### src/rtl/debounce_sched_pkg.sv
// Shared types for the debounce scheduler: scan-state encoding and the event record
// (channel, level) handed to consumers.
package debounce_sched_pkg;

  localparam int MAX_CH   = 16;
  localparam int MAX_CH_W = 4;

  typedef enum logic {
    IDLE = 1'b0,
    SCAN = 1'b1
  } scan_state_e;

  typedef struct packed {
    logic [MAX_CH_W-1:0] ch;
    logic                level;
  } event_t;

endpackage

### src/rtl/rr_arbiter.sv
// Round-robin selector: returns the first requesting index strictly after i_last,
// wrapping, so the channel granted last has the lowest priority next time.
module rr_arbiter #(
  parameter int N = 4,
  parameter int W = $clog2(N)
) (
  input  logic [N-1:0] i_req,
  input  logic [W-1:0] i_last,
  output logic [W-1:0] o_gnt,
  output logic         o_gnt_vld
);

  logic [W-1:0] cand;

  // Walk from farthest to nearest so the closest requester after i_last wins.
  always_comb begin
    // NOTE: every output gets a default first so no path leaves it unassigned (no latch).
    o_gnt     = '0;
    o_gnt_vld = 1'b0;
    cand      = '0;
    for (int i = N; i >= 1; i--) begin
      cand = W'((int'(i_last) + i) % N);
      if (i_req[cand]) begin
        o_gnt     = cand;
        o_gnt_vld = 1'b1;
      end
    end
  end

endmodule

### src/rtl/debounce_scheduler.sv
// Time-multiplexed button debouncer: one shared prescaler and a per-tick scan over all
// channels. Define DEBOUNCE_EVENTS_EN to build the event queue, arbiter and handshake.
module debounce_scheduler
  import debounce_sched_pkg::*;
#(
  parameter int NUM_CH         = 4,
  parameter int TICK_DIV       = 1000,
  parameter int DEBOUNCE_LIMIT = 20
) (
  input  logic                      i_Clk,
  input  logic                      i_Rst,
  input  logic [NUM_CH-1:0]         i_Bouncy,
  output logic [NUM_CH-1:0]         o_Debounced,
  output logic                      o_Event_Valid,
  input  logic                      i_Event_Ready,
  output logic [$clog2(NUM_CH)-1:0] o_Event_Ch,
  output logic                      o_Event_Level,
  output logic                      o_Overflow
);

  localparam int CH_W    = $clog2(NUM_CH);
  localparam int PRESC_W = $clog2(TICK_DIV);
  localparam int CNT_W   = $clog2(DEBOUNCE_LIMIT);

  localparam logic [PRESC_W-1:0] PRESC_LAST = PRESC_W'(TICK_DIV - 1);
  localparam logic [CH_W-1:0]    CH_LAST    = CH_W'(NUM_CH - 1);
  localparam logic [CNT_W-1:0]   CNT_LAST   = CNT_W'(DEBOUNCE_LIMIT - 1);

  logic [NUM_CH-1:0]  sync1_q, sync2_q;
  logic [PRESC_W-1:0] presc_q, presc_d;
  scan_state_e        state_q, state_d;
  logic [CH_W-1:0]    ptr_q, ptr_d;
  logic [CNT_W-1:0]   cnt_q [NUM_CH];
  logic [CNT_W-1:0]   cnt_d [NUM_CH];
  logic [NUM_CH-1:0]  deb_q, deb_d;
  logic               flip;

  always_comb begin
    presc_d = (presc_q == PRESC_LAST) ? '0 : presc_q + PRESC_W'(1);
    state_d = state_q;
    ptr_d   = ptr_q;
    case (state_q)
      IDLE: begin
        if (presc_q == PRESC_LAST) begin
          state_d = SCAN;
          ptr_d   = '0;
        end
      end
      SCAN: begin
        if (ptr_q == CH_LAST) state_d = IDLE;
        else                  ptr_d   = ptr_q + CH_W'(1);
      end
      default: state_d = IDLE;
    endcase
  end

  // Only the channel under the scan pointer may touch its counter or state.
  always_comb begin
    cnt_d = cnt_q;
    deb_d = deb_q;
    flip  = 1'b0;
    if (state_q == SCAN) begin
      if (sync2_q[ptr_q] != deb_q[ptr_q]) begin
        if (cnt_q[ptr_q] == CNT_LAST) begin
          flip          = 1'b1;
          deb_d[ptr_q]  = ~deb_q[ptr_q];
          cnt_d[ptr_q]  = '0;
        end else begin
          cnt_d[ptr_q]  = cnt_q[ptr_q] + CNT_W'(1);
        end
      end else begin
        cnt_d[ptr_q] = '0;
      end
    end
  end

  always_ff @(posedge i_Clk or posedge i_Rst) begin
    if (i_Rst) begin
      // NOTE: sequential state uses <= so every flop samples pre-edge values.
      sync1_q <= '0;
      sync2_q <= '0;
      presc_q <= '0;
      state_q <= IDLE;
      ptr_q   <= '0;
      deb_q   <= '0;
      // NOTE: the counter array is reset explicitly; a mid-count reset must discard progress.
      for (int i = 0; i < NUM_CH; i++) cnt_q[i] <= '0;
    end else begin
      sync1_q <= i_Bouncy;
      sync2_q <= sync1_q;
      presc_q <= presc_d;
      state_q <= state_d;
      ptr_q   <= ptr_d;
      deb_q   <= deb_d;
      cnt_q   <= cnt_d;
    end
  end

  assign o_Debounced = deb_q;

`ifdef DEBOUNCE_EVENTS_EN
  logic [NUM_CH-1:0] pend_q, pend_d;
  logic [NUM_CH-1:0] lvl_q, lvl_d;
  logic [CH_W-1:0]   last_q, last_d;
  logic [CH_W-1:0]   ev_ch_q, ev_ch_d;
  logic              ev_lvl_q, ev_lvl_d;
  logic              valid_q, valid_d;
  logic              ovf_q, ovf_d;
  logic [CH_W-1:0]   gnt_idx;
  logic              gnt_vld;
  logic              load, take;

  rr_arbiter #(.N(NUM_CH), .W(CH_W)) u_arb (
    .i_req     (pend_q),
    .i_last    (last_q),
    .o_gnt     (gnt_idx),
    .o_gnt_vld (gnt_vld)
  );

  // A flip on the channel being granted this cycle re-arms it with the new level.
  always_comb begin
    pend_d   = pend_q;
    lvl_d    = lvl_q;
    last_d   = last_q;
    ev_ch_d  = ev_ch_q;
    ev_lvl_d = ev_lvl_q;
    valid_d  = valid_q;
    ovf_d    = ovf_q;
    load     = !valid_q || i_Event_Ready;
    take     = load && gnt_vld;
    if (load) begin
      valid_d = gnt_vld;
      if (gnt_vld) begin
        ev_ch_d         = gnt_idx;
        ev_lvl_d        = lvl_q[gnt_idx];
        last_d          = gnt_idx;
        pend_d[gnt_idx] = 1'b0;
      end
    end
    if (flip) begin
      if (pend_q[ptr_q] && !(take && gnt_idx == ptr_q)) ovf_d = 1'b1;
      pend_d[ptr_q] = 1'b1;
      lvl_d[ptr_q]  = ~deb_q[ptr_q];
    end
  end

  always_ff @(posedge i_Clk or posedge i_Rst) begin
    if (i_Rst) begin
      pend_q   <= '0;
      lvl_q    <= '0;
      last_q   <= CH_LAST;
      ev_ch_q  <= '0;
      ev_lvl_q <= 1'b0;
      valid_q  <= 1'b0;
      ovf_q    <= 1'b0;
    end else begin
      pend_q   <= pend_d;
      lvl_q    <= lvl_d;
      last_q   <= last_d;
      ev_ch_q  <= ev_ch_d;
      ev_lvl_q <= ev_lvl_d;
      valid_q  <= valid_d;
      ovf_q    <= ovf_d;
    end
  end

  assign o_Event_Valid = valid_q;
  assign o_Event_Ch    = ev_ch_q;
  assign o_Event_Level = ev_lvl_q;
  assign o_Overflow    = ovf_q;
`else
  logic unused_evt;
  assign unused_evt    = ^{i_Event_Ready, flip};
  assign o_Event_Valid = 1'b0;
  assign o_Event_Ch    = '0;
  assign o_Event_Level = 1'b0;
  assign o_Overflow    = 1'b0;
`endif

endmodule

### config.mk
export PLATFORM = sky130hd
export DESIGN_NAME = debounce_scheduler
export DESIGN_NICKNAME = d
export VERILOG_FILES = /design/src/rtl/debounce_sched_pkg.sv /design/src/rtl/rr_arbiter.sv /design/src/rtl/debounce_scheduler.sv
export SDC_FILE = /design/constraint.sdc
export NUM_CORES = 1
export LEC_CHECK = 0
export BUFFER_PORTS_ARGS = -buffer_cell sky130_fd_sc_hd__buf_4
export CAP_MARGIN = 5
export CORE_ASPECT_RATIO = 0.7
export CORE_MARGIN = 8
export CORE_UTILIZATION = 40
export CTS_BUF_LIST = sky130_fd_sc_hd__clkbuf_8 sky130_fd_sc_hd__clkbuf_16
export DETAILED_ROUTE_END_ITERATION = 16
export PLACE_DENSITY = 0.68
export SLEW_MARGIN = 10
export SYNTH_ARGS = -nofsm -noshare
export SYNTH_HDL_FRONTEND = slang
export SYNTH_SLANG_ARGS = --single-unit
### constraint.sdc
create_clock -name i_Clk -period 2.36 [get_ports i_Clk]
set_input_delay 0.472 -clock i_Clk [delete_from_list [all_inputs] [get_ports i_Clk]]
set_output_delay 0.472 -clock i_Clk [all_outputs]
set_load 0.005 [all_outputs]
== Word level (Yosys, flattened, before mapping) ==
Cells that the tools add are included.

* Bits in registers: 45

* Add/sub/neg operators: 3
* Magnitude comparators: 4
* Equal/unequal tests: 6
* Multiplexer cells: 22
* Bitwise logic cells: 5
* Reductions and logical operators: 4

{| class="wikitable"
|+ Operator list
! kind !! number
|-
| 20-bit 2-to-1 mux || 2
|-
| 20-bit bitwise AND || 1
|-
| 20-bit bitwise mux || 1
|-
| 20-bit NOT || 1
|-
| 5-bit 2-to-1 mux || 3
|-
| 10-bit by 1-bit adder with 10-bit output (second input constant) || 1
|-
| 5-bit binary-select mux with 2-bit select || 1
|-
| 5-bit demux with 2-bit select || 1
|-
| 10-bit equality test (second input constant) || 1
|-
| 10-bit 2-to-1 mux || 1
|-
| 5-bit by 1-bit adder with 5-bit output (second input constant) || 1
|-
| 5-bit equality test (second input constant) || 1
|-
| 1-bit 2-to-1 mux || 5
|-
| 1-bit binary-select mux with 2-bit select || 2
|-
| 4-bit bitwise mux || 1
|-
| 2-bit 2-to-1 mux || 2
|-
| 2-bit != test (second input constant) || 2
|-
| 2-bit case mux with 2 select lines || 1
|-
| 3-bit greater-or-equal comparator (second input constant) || 1
|-
| 2-bit by 3-bit less-than comparator with 1-bit output (second input constant) || 1
|-
| 3-bit by 1-bit less-than comparator with 1-bit output (second input constant) || 1
|-
| 2-bit NOT with 3-bit output || 1
|-
| 3-bit AND reduction || 1
|-
| 2-bit by 1-bit adder with 2-bit output (second input constant) || 1
|-
| 8 further kinds || 10
|}

== Depth between registers and ports, before layout ==
Gate-level depths: netlist of the first run.

* Depth after elaboration: 9
* Depth in mapped cells: 6
* Gate-level depth less buffers: 5

== Least setup slack after synthesis of the first run ==
Ideal clock, no wire load.

* Kind: flip-flop to flip-flop
* Start point: reg ptr_q[0]
* End point: reg deb_q[0] (netlist: o_Debounced[0])
* Setup time: 0.125 ns
* Arrival: 1.985 ns
* Data required time: 2.235 ns
* Path slack: 0.251 ns
* Stages on the path, launching flop included: 7
* Path buffers: 1
* Period minus slack after synthesis: 2.109 ns
* Cells stage by stage: dfrtp_1 buf_6 mux4_1 ha_1 and4bb_4 nand4_1 mux2_2

* Word-level cells in the longest chain between the ends: 6
* Elaborated cells between the ends (all ways): 18

{| class="wikitable"
|+ RTL lines
! what !! line !! text
|-
| start, declared || debounce_scheduler.sv:32 || <nowiki>logic [CH_W-1:0] ptr_q, ptr_d;</nowiki>
|-
| start signal, assigned || debounce_scheduler.sv:93 || <nowiki>ptr_q <= ptr_d;</nowiki>
|-
| 2-bit NOT with 3-bit output (implied by the code) || debounce_scheduler.sv:64 || <nowiki>if (cnt_q[ptr_q] == CNT_LAST) begin</nowiki>
|-
| 5-bit binary-select mux with 2-bit select || debounce_scheduler.sv:64 ||
|-
| 5-bit 2-to-1 mux (implied by the code) (2 in a row) || debounce_scheduler.sv:64 ||
|-
| 5-bit equality test || debounce_scheduler.sv:64 ||
|-
| 3-bit AND reduction (no line) || n/a ||
|-
| end signal, assigned || debounce_scheduler.sv:85 || <nowiki>deb_q <= '0;</nowiki>
|-
| end signal, assigned || debounce_scheduler.sv:94 || <nowiki>deb_q <= deb_d;</nowiki>
|-
| end, declared || debounce_scheduler.sv:35 || <nowiki>logic [NUM_CH-1:0] deb_q, deb_d;</nowiki>
|}

Several ways; a longest one is shown, not always the timed one. The select of a mux whose other input is x is not followed.
A chain may end at the register's enable or synchronous reset.

== Worst setup path after layout of the first run ==
Same ends and word-level chain as after synthesis.

==> results.sh, run 1 <==
export IMPL_run_status="complete, no violations"
export IMPL_ant_nets=0
export IMPL_yosysWarnings=0
export IMPL_rows=22
export IMPL_drt_iter0_markers=54
export IMPL_peakVddDrop_mv=0.340
export IMPL_cp_max_fo=6
export IMPL_grt_antenna_before_repair=0
export IMPL_synth_area_per_cell_um2=12.4
export IMPL_layout_common_cells="dfrtp_1 (44), buf_4 (18), nand2_1 (17), mux2_2 (13), nor2_1 (11)"
export IMPL_synth_edf_count=0
export IMPL_fp_coreArea_mm2=0.00523
export IMPL_post_cts_buffers=0
export IMPL_drv_cap=0
export IMPL_dieArea_mm2=0.00806
export IMPL_min_period_ns=2.17
export IMPL_routabilityCongestion=0.725
export IMPL_fin_tns_setup_ns=0
export IMPL_hold_viol=0
export IMPL_startpoint_type="flop"
export IMPL_async_flop_share_pct=100
export IMPL_criticalPathCategory="reg2reg"
export IMPL_synth_seq_cells=45
export IMPL_pre_cts_ws_ns=0.0935
export IMPL_synth_compound_area_share_pct=6.99
export IMPL_relSlewSlack_pct=43.1
export IMPL_clkLatencyLatePin_ns=0.30
export IMPL_hpwl_um=2830
export IMPL_worstPathRequired_ns=2.55
export IMPL_p_leak_nw=1.15
export IMPL_dr_pass1_iters=4
export IMPL_drc_errors=0
export IMPL_clkSlewWorstSetupHoldPaths_ns=0.09
export IMPL_max_slew_worst_pin_slew_ns=0.849
export IMPL_htreeDepth=2
export IMPL_grtUsageTotal_pct=10.4
export IMPL_clock_skew_ns=0.00646
export IMPL_cts_buffers=5
export IMPL_floorplan_initialDensity_pct=41.4
export IMPL_cts_tree="yes"
export IMPL_synthCells=174
export IMPL_fmax_ghz=0.461
export IMPL_grt_first_pass_wirelength_um=6840
export IMPL_layout_commonest_cell="dfrtp_1"
export IMPL_die_w_um=104
export IMPL_synth_xor_area_share_pct=3.99
export IMPL_io_buffers=9
export IMPL_synth_mux_area_fraction_pct=15.4
export IMPL_setup_ws_ns=0.192
export IMPL_root_buffer="clkbuf_8"
export IMPL_clk_path_buf_depth=2
export IMPL_vias_per_cell=5.01
export IMPL_yosys_area_share_simple_pct=14.2
export IMPL_drv_slew=0
export IMPL_cts_sinks=45
export IMPL_fillers=481
export IMPL_die_h_um=77.5
export IMPL_vias=1347
export IMPL_synth_seq_area_share_pct=52.0
export IMPL_cp_end_kind="flop"
export IMPL_grt_max_degree=24
export IMPL_hold_path_class="in2async"
export IMPL_worstPathArrival_ns=2.36
export IMPL_grt_pass1_vias=1394
export IMPL_grt_overflow=0
export IMPL_synth_top_family_by_area="multiplexers"
export IMPL_routed_wl_um=3940
export IMPL_diodes=0
export IMPL_detail_route_wl_per_cell_um=14.6
export IMPL_setup_violations=0
export IMPL_io_pin_count=16
export IMPL_synth_top_flop_cell="dfrtp_1"
export IMPL_rsz0062_at_grt="no"
export IMPL_synth_cell_types=37
export IMPL_power_density_mw_per_mm2=539
export IMPL_drive_above_1_share_pct=23.9
export IMPL_min_period_over_period_pct=91.9
export IMPL_syn_area_mm2=0.00216
export IMPL_area_delta_synth_final_pct=14.5
export IMPL_finalNetCount=209
export IMPL_synth_adder_area_share_pct=3.47
==> final timing paths <==
path	from	cells after the start	to	slack, ns
setup / recovery	ptr_q[0]	5	o_Debounced[0]	0.19
hold / removal	i_Rst	2	sync1_q[0]	0.23
setup reg to reg	ptr_q[0]	5	o_Debounced[0]	0.19
hold reg to reg	sync1_q[0]	0	sync2_q[0]	0.35
max in group asynchronous	i_Rst	3	ptr_q[0]	1.58
min in group i_Clk	i_Bouncy[0]	1	sync1_q[0]	0.27
==> critical path, cell delays in order (launching register included) <==
cell and delay [ns]:
dfrtp_2 0.48, buf_12 0.15, mux4_1 0.65, xor2_1 0.32, nand4_1 0.17, mux2_2 0.30
==> kinds of logic (layout without fill, tap and decap cells) <==
family,count (synthesis),after routing
mux,21,21
buf+inv,13,32
fa+ha+maj,6,6
simple gates,58,58
compound gates,21,21
flops,45,45
xor+xnor,9,9
other cells,1,5
==> layout make-up <==
class	count	area, µm²	area share [%]
Sequential cell	45	1130	45.5
Multi-Input combinational cell	120	972	39.2
Timing Repair Buffer	20	175	7.07
Tap cell	72	90.1	3.63
Clock buffer	6	82.6	3.33
Clock inverter	2	16.3	0.656
Inverter	4	15.0	0.606
==> registers in the layout, indices dropped and copies added (netlist names) <==
signal and count:
cnt_q 20, o_Debounced 4, presc_q 10, ptr_q 2
state_q 1, sync1_q 4, sync2_q 4
==> through the flow <==
step                hold slack [ns]  instances  total power [mW]  utilization, %  area [µm²]
detailed placement            0.336        261             0.835            45.5        2380
global placement              0.332        261             0.835            45.5        2380
finish                        0.235        269              1.34            47.4        2480
floorplan                     0.331        178             0.821               -        2180
CTS                           0.253        269              1.35            47.4        2480
global route                  0.256        269              1.39            47.4        2480
==> per-layer routing <==
metal | vias up | GRT usage (%) | share of wire, % | wire (µm)
met5 | - | 0 | 0 | 0
met4 | 0 | 3.88 | 1.2 | 46
met3 | 5 | 2.89 | 3.9 | 153
met2 | 20 | 15.0 | 41 | 1600
met1 | 654 | 14.5 | 54 | 2130
li1 | 668 | - | - | -
==> cell usage after synthesis (2+ instances only) <==
library cell | number | area share (%)
dfrtp_1 | 45 | 52
nand2_1 | 17 | 2.9
mux2_2 | 13 | 6.8
nor2_1 | 11 | 1.9
o31ai_1 | 8 | 2.8
nand4_1 | 7 | 2.0
xor2_1 | 7 | 2.8
buf_4 | 6 | 2.1
ha_1 | 6 | 3.5
a22o_1 | 5 | 2.0
mux4_1 | 5 | 6.1
inv_1 | 4 | 0.69
nand3_1 | 4 | 0.92
a21oi_1 | 3 | 0.69
nor2b_1 | 3 | 0.87
nor3_1 | 3 | 0.69
and3_1 | 2 | 0.58
buf_2 | 2 | 0.46
mux4_2 | 2 | 2.1
nand3b_1 | 2 | 0.69
o21ai_0 | 2 | 0.46
o21bai_1 | 2 | 0.69
==> power breakdown <==
group / internal [mW] / total (mW) / switching [mW]
Clock: 0.241 / 0.518 / 0.277
Sequential: 0.777 / 0.779 / 0.00145
Combinational: 0.0146 / 0.0401 / 0.0254
Total: 1.03 / 1.34 / 0.304
==> repair_timing <==
action | 4_1_cts | 5_1_grt
gates resized for setup | 0 | 1
hold buffers | 0 | 0
endpoints found under the setup margin | 0 | 10
(Power assumes the default switching activity.)
==> run 2: changes to the inputs <==
--- a/config.mk
+++ b/config.mk
@@ -5,6 +5,7 @@
 export SDC_FILE = /design/constraint.sdc
 export NUM_CORES = 1
 export LEC_CHECK = 0
+export ABC_AREA = 1
 export BUFFER_PORTS_ARGS = -buffer_cell sky130_fd_sc_hd__buf_4
 export CAP_MARGIN = 5
 export CORE_ASPECT_RATIO = 0.7
==> run 2 against run 1 <==
Clock-buffer cell count is the same. Clock power increased by 15%. Sequential cell count did not move. Design area increased by 3.5%. Global-route usage grew 1.4 points. Synthesized cell count increased by 67%. Sequential power barely moved. First-iteration DRC count grew 74%. Core utilization is 1.7 points lower. Critical path type unchanged. Sequential share of layout area decreased by 1.6 points. Clock skew increased by 0.0015 ns. Non-clock buffer count decreased by 4.
==> results.sh, run 2 <==
export IMPL_htreeDepth=2
export IMPL_p_sw_mw=0.282
export IMPL_cts_tree="yes"
export IMPL_dr_pass1_iters=4
export IMPL_seq_power_share_pct=55.3
export IMPL_reg_largest_list="cnt_q: 20 flops, presc_q: 10 flops"
export IMPL_finalNetCount=322
export IMPL_postPlaceCellArea_mm2=0.00245
export IMPL_peakVddDrop_mv=0.249
export IMPL_yosysWarnings=0
export IMPL_clk_path_buf_depth=2
export IMPL_p_clk_share_pct=42.2
export IMPL_drt_iter0_markers=94
export IMPL_synth_area_per_cell_um2=7.85
export IMPL_cts_sinks=45
export IMPL_vias=1783
export IMPL_cp_num_buf_inv=2
export IMPL_die_w_um=106
export IMPL_hpwl_um=3380
export IMPL_yosysMostFrequentCell="nand2_1"
export IMPL_min_period_over_period_pct=88.2
export IMPL_synth_top_flop_cell="dfrtp_1"
export IMPL_synth_seq_cells=45
export IMPL_dieArea_mm2=0.00842
export IMPL_slowest_stage="dfrtp_2"
export IMPL_power_frac_comb_pct=2.6
export IMPL_cts_buffers=5
export IMPL_internal_power_mw=1.13
export IMPL_regMostFlops="cnt_q"
export IMPL_ant_nets=0
export IMPL_floorplan_initialDensity_pct=40.7
export IMPL_clock_skew_ns=0.00793
export IMPL_p_leak_nw=1.38
export IMPL_power_density_mw_per_mm2=549
export IMPL_async_flop_share_pct=100
export IMPL_syn_area_mm2=0.00228
export IMPL_grt_first_pass_wirelength_um=8120
export IMPL_layout_commonest_cell="nand2_1"
export IMPL_drive_above_1_share_pct=11.9
export IMPL_grtUsageTotal_pct=11.8
export IMPL_p_sw_share_pct=20.0
export IMPL_cp_common_cell="nand2_1"
export IMPL_io_pin_count=16
export IMPL_vias_per_cell=4.63
export IMPL_worstPathRequired_ns=2.54
export IMPL_fillers=571
export IMPL_yosys_area_top_type="dfrtp_1"
export IMPL_synth_top_area_share_pct=49.3
export IMPL_max_slew_worst_pin_slew_ns=0.566
export IMPL_relSlewSlack_pct=62.3
export IMPL_synth_cell_types=26
export IMPL_hold_viol=0
export IMPL_pre_cts_ws_ns=0.229
export IMPL_io_buffers=9
export IMPL_area_delta_synth_final_pct=12.4
export IMPL_cts_hold_buf=0
export IMPL_die_h_um=79.2
export IMPL_layout_common_cells="nand2_1 (136), dfrtp_1 (44), nand3_1 (24), inv_1 (21), buf_4 (16)"
export IMPL_startpoint_type="flop"
export IMPL_rows=23
export IMPL_criticalPathCategory="reg2reg"
export IMPL_worstPathArrival_ns=2.26
export IMPL_synth_seq_area_share_pct=49.3
export IMPL_grt_antenna_before_repair=0
export IMPL_grt_overflow=0
export IMPL_setup_ws_ns=0.280
export IMPL_fin_tns_setup_ns=0
export IMPL_clkLatencyLatePin_ns=0.29
export IMPL_fmax_ghz=0.481
export IMPL_cp_max_fo=8
export IMPL_drc_errors=0
export IMPL_routabilityCongestion=0.821
export IMPL_grt_max_degree=46
export IMPL_diodes=0
export IMPL_fp_coreArea_mm2=0.00561
export IMPL_setup_violations=0
export IMPL_root_buffer="clkbuf_8"
export IMPL_cp_top_family="simple AND/OR/NAND/NOR gates"
export IMPL_cp_cell_sequence="buf_4 > nand2_1 > nand2_1 > nand2_1 > o21ai_1 > ha_1 > inv_1 > nor2_1 > nand2_4 > nor2_4 > nand2_1 > nand2_1 > nand2_1"
export IMPL_synthCells=291
export IMPL_largest_register_ffs=20
export IMPL_routed_wl_um=4600
export IMPL_grt_pass1_vias=1740
export IMPL_power_total_mw=1.41
export IMPL_drv_slew=0
export IMPL_cp_end_kind="flop"
export IMPL_run_status="complete, no violations"
export IMPL_min_period_ns=2.08
export IMPL_synth_edf_count=0
export IMPL_synth_commonest_cells="nand2_1 (136), dfrtp_1 (45), nand3_1 (24)"
export IMPL_hold_path_class="in2reg"
export IMPL_synthTopCellsByArea="dfrtp_1 (49%), nand2_1 (22%), nand3_1 (5.3%)"
export IMPL_rsz0062_at_grt="no"
export IMPL_clkSlewWorstSetupHoldPaths_ns=0.08
export IMPL_detail_route_wl_per_cell_um=11.9
export IMPL_fin_area_mm2=0.00257
export IMPL_cpPeakStageDelay_ns=0.48
export IMPL_drv_cap=0
==> run 2: logic make-up after synthesis <==
logic type | synth area share, %
AND/OR/NAND/NOR | 35.2
flip-flops | 49.3
buffers and inverters | 6.52
AO/OA/AOI/OAI | 3.95
adder cells (fa/ha/maj) | 3.29
XOR/XNOR | 1.53
other | 0.164
==> run 2: area by class of cell <==
| cell class | count | area (µm²) | area share, % |
|---|---|---|---|
| Multi-Input combinational cell | 219 | 1020 | 39.9 |
| Clock inverter | 2 | 33.8 | 1.32 |
| Timing Repair Buffer | 16 | 120 | 4.68 |
| Tap cell | 75 | 93.8 | 3.66 |
| Inverter | 22 | 85.1 | 3.32 |
| Sequential cell | 45 | 1130 | 43.9 |
| Clock buffer | 6 | 82.6 | 3.22 |
==> run 2: routing by layer <==
layer  GRT usage [%]  wire [µm]
met2            17.5       1930
met4            3.64         58
met3            3.31        262
met5               0          0
met1            16.3       2340
==> run 2: power by group through the flow <==
stage	Combinational (mW)	Sequential, mW	Clock (mW)
6_report	0.0359	0.779	0.594
5_1_grt	0.0418	0.780	0.638
4_1_cts	0.0375	0.779	0.608
3_5_place_dp	0.0372	0.795	0
3_3_place_gp	0.0362	0.794	0
2_1_floorplan	0.0290	0.794	0
==> run 2: stage by stage <==
step | instances | util, % | hold WS (ns)
floorplan | 295 | - | 0.331
global route | 385 | 45.7 | 0.273
finish | 385 | 45.7 | 0.285
global placement | 377 | 43.6 | 0.333
CTS | 385 | 45.7 | 0.279
detailed placement | 377 | 43.6 | 0.337
==> run 2: final timing paths <==
| kind | from | endpoint | slack, ns | depth (start not counted) |
|---|---|---|---|---|
| max in group asynchronous | i_Rst | ptr_q[0] | 1.64 | 3 |
| hold reg to reg | sync1_q[1] | sync2_q[1] | 0.35 | 0 |
| setup / recovery | ptr_q[0] | o_Debounced[3] | 0.28 | 13 |
| hold / removal | i_Bouncy[1] | sync1_q[1] | 0.28 | 1 |
| setup reg to reg | ptr_q[0] | o_Debounced[3] | 0.28 | 13 |
| min in group asynchronous | i_Rst | presc_q[0] | 0.31 | 3 |
==> run 2: timing repair <==
item	CTS	global route
endpoints found under the setup margin	0	9
buffers inserted	0	0
gates resized for setup	0	2
==> run 3: changes to the inputs <==
--- a/config.mk
+++ b/config.mk
@@ -13,6 +13,7 @@
 export CORE_UTILIZATION = 40
 export CTS_BUF_LIST = sky130_fd_sc_hd__clkbuf_8 sky130_fd_sc_hd__clkbuf_16
 export DETAILED_ROUTE_END_ITERATION = 16
+export GPL_TIMING_DRIVEN = 0
 export PLACE_DENSITY = 0.68
 export SLEW_MARGIN = 10
 export SYNTH_ARGS = -nofsm -noshare
==> constraint.sdc (replaced) <==
create_clock -name i_Clk -period 2.4 [get_ports i_Clk]
set_input_delay 0.48 -clock i_Clk [delete_from_list [all_inputs] [get_ports i_Clk]]
set_output_delay 0.48 -clock i_Clk [all_outputs]
set_load 0.005 [all_outputs]
==> run 3 against run 2 <==
Maximum frequency fell by 1.8%. Worst hold slack got worse by 0.16 ns. Largest power group unchanged. Clock skew fell by 0.0053 ns. Highest routed layer unchanged. Global-route usage rose by 0.49 points. Power fell by 9.4%. Setup slack improved by 0.0019 ns. Routed wire length rose by 3.8%. Combinational power rose by 24%. Critical path depth rose by 1. Clock-buffer cell count fell by 1. Via count rose by 3.5%.
==> results.sh, run 3 (synthesized netlist as in run 2, its figures left out) <==
export IMPL_fin_tns_setup_ns=0
export IMPL_busiest_layer="met1"
export IMPL_routabilityCongestion=0.887
export IMPL_reg_largest_list="cnt_q: 20 flops, presc_q: 10 flops"
export IMPL_detail_route_wl_per_cell_um=12.3
export IMPL_gr_usage_met1_pct=17.6
export IMPL_r2r_end="cnt_q[4]"
export IMPL_rrSetupSlack_ns=0.28
export IMPL_post_cts_buffers=0
export IMPL_cts_resized_gates=0
export IMPL_vias=1845
export IMPL_r2r_start="ptr_q[0]"
export IMPL_rows=23
export IMPL_hpwl_um=3460
export IMPL_grt_first_pass_wirelength_um=8240
export IMPL_root_buffer="clkbuf_8"
export IMPL_cp_num_buf_inv=3
export IMPL_diodes=0
export IMPL_worstPathArrival_ns=2.31
export IMPL_floorplan_initialDensity_pct=40.7
export IMPL_fp_coreArea_mm2=0.00561
export IMPL_p_clk_share_pct=36.5
export IMPL_grt_pass1_vias=1725
export IMPL_ant_nets=0
export IMPL_slowest_stage="dfrtp_2"
export IMPL_p_sw_mw=0.295
export IMPL_area_delta_synth_final_pct=12.7
export IMPL_power_frac_comb_pct=3.5
export IMPL_cp_max_fo=11
export IMPL_run_status="complete, no violations"
export IMPL_drt_iter0_markers=121
export IMPL_clock_skew_ns=0.00267
export IMPL_finalNetCount=325
export IMPL_drive_above_1_share_pct=13.7
export IMPL_htreeDepth=2
export IMPL_rsz0062_at_grt="no"
export IMPL_dr_pass1_iters=4
export IMPL_drv_cap=0
export IMPL_dieArea_mm2=0.00842
export IMPL_clkLatencyLatePin_ns=0.30
export IMPL_io_buffers=9
export IMPL_grt_max_degree=34
export IMPL_ff2ff_path_depth=14
export IMPL_p_leak_nw=1.39
export IMPL_min_period_over_period_pct=88.3
export IMPL_internal_power_mw=0.982
export IMPL_cp_end_kind="flop"
export IMPL_clkSlewWorstSetupHoldPaths_ns=0.09
export IMPL_setup_violations=0
export IMPL_grt_antenna_before_repair=0
export IMPL_hold_path_class="in2async"
export IMPL_cp_top_family="simple AND/OR/NAND/NOR gates"
export IMPL_clk_path_buf_depth=2
export IMPL_setup_ws_ns=0.281
export IMPL_layout_commonest_cell="nand2_1"
export IMPL_routed_wl_um=4770
export IMPL_grtUsageTotal_pct=12.3
export IMPL_die_h_um=79.2
export IMPL_cpPeakStageDelay_ns=0.49
export IMPL_die_w_um=106
export IMPL_regMostFlops="cnt_q"
export IMPL_fmax_ghz=0.472
export IMPL_cp_cell_sequence="inv_4 > buf_6 > nand2_1 > nand2_1 > nand2_1 > o21ai_2 > ha_1 > inv_1 > nor2_1 > nand2_4 > nand2_4 > nor2_4 > nand2_1 > nand2_1"
export IMPL_criticalPathCategory="reg2reg"
export IMPL_grt_overflow=0
export IMPL_layout_common_cells="nand2_1 (136), dfrtp_1 (44), nand3_1 (24), inv_1 (20), buf_4 (15)"
export IMPL_final_cells=388
export IMPL_cts_tree="yes"
export IMPL_startpoint_type="flop"
export IMPL_worstPathRequired_ns=2.59
export IMPL_grtUsageMet3_pct=2.91
export IMPL_io_pin_count=16
export IMPL_dp_cells=380
export IMPL_p_sw_share_pct=23.1
export IMPL_hold_viol=0
export IMPL_drc_errors=0
export IMPL_cts_buffers=5
export IMPL_power_density_mw_per_mm2=496
export IMPL_largest_register_ffs=20
export IMPL_met2_usage_pct=17.3
export IMPL_fillers=547
export IMPL_peakVddDrop_mv=0.203
export IMPL_vias_per_cell=4.76
export IMPL_cts_sinks=45
export IMPL_holdWs_ns=0.121
export IMPL_seq_power_share_pct=60.0
export IMPL_drv_slew=0
export IMPL_min_period_ns=2.12
export IMPL_cts_hold_buf=0
export IMPL_pre_cts_ws_ns=0.114
export IMPL_cp_common_cell="nand2_1"
run 3: layout make-up:
type / instances / area (µm²) / share of cell area [%]
flip-flops and latches: 45 / 1130 / 43.8
plain buffers: 9 / 66.3 / 2.58
well taps: 75 / 93.8 / 3.65
inverters: 22 / 85.1 / 3.31
clock buffers: 5 / 68.8 / 2.67
clock inverters: 3 / 17.5 / 0.681
repair buffers: 10 / 87.6 / 3.40
multi-input cells: 219 / 1030 / 39.9
run 3: power groups by stage:
| stage | sequential (mW) | combinational, mW | clock (mW) |
|---|---|---|---|
| 3_5_place_dp | 0.781 | 0.0455 | 0 |
| 5_1_grt | 0.767 | 0.0512 | 0.517 |
| 2_1_floorplan | 0.781 | 0.0286 | 0 |
| 6_report | 0.766 | 0.0444 | 0.467 |
| 3_3_place_gp | 0.781 | 0.0403 | 0 |
| 4_1_cts | 0.766 | 0.0456 | 0.477 |
run 3: worst max-delay path by stage:
stage	depth (start not counted)	startpoint	slack (ns)	end
finish	14	ptr_q[0]	0.28	cnt_q[4]
global route	14	ptr_q[0]	0.09	o_Debounced[1]
CTS	14	ptr_q[0]	0.09	cnt_q[11]
detailed placement	14	ptr_q[0]	0.11	cnt_q[11]
global placement	14	ptr_q[0]	0.12	cnt_q[18]
floorplan	14	ptr_q[0]	0.50	o_Debounced[1]
run 3: per-layer routing:
layer | share of wire, % | routed length (µm)
met5 | 0 | 0
met4 | 1.5 | 72
met3 | 5.2 | 246
met2 | 42 | 2020
met1 | 51 | 2430
run 3: per-stage QoR:
step / instance area (µm²) / utilization [%] / power, mW
after CTS: 2570 / 45.7 / 1.29
after global placement: 2460 / 43.8 / 0.822
after floorplan: 2300 / - / 0.809
after detailed placement: 2480 / 44.2 / 0.827
final: 2570 / 45.9 / 1.28
after global routing: 2570 / 45.9 / 1.34
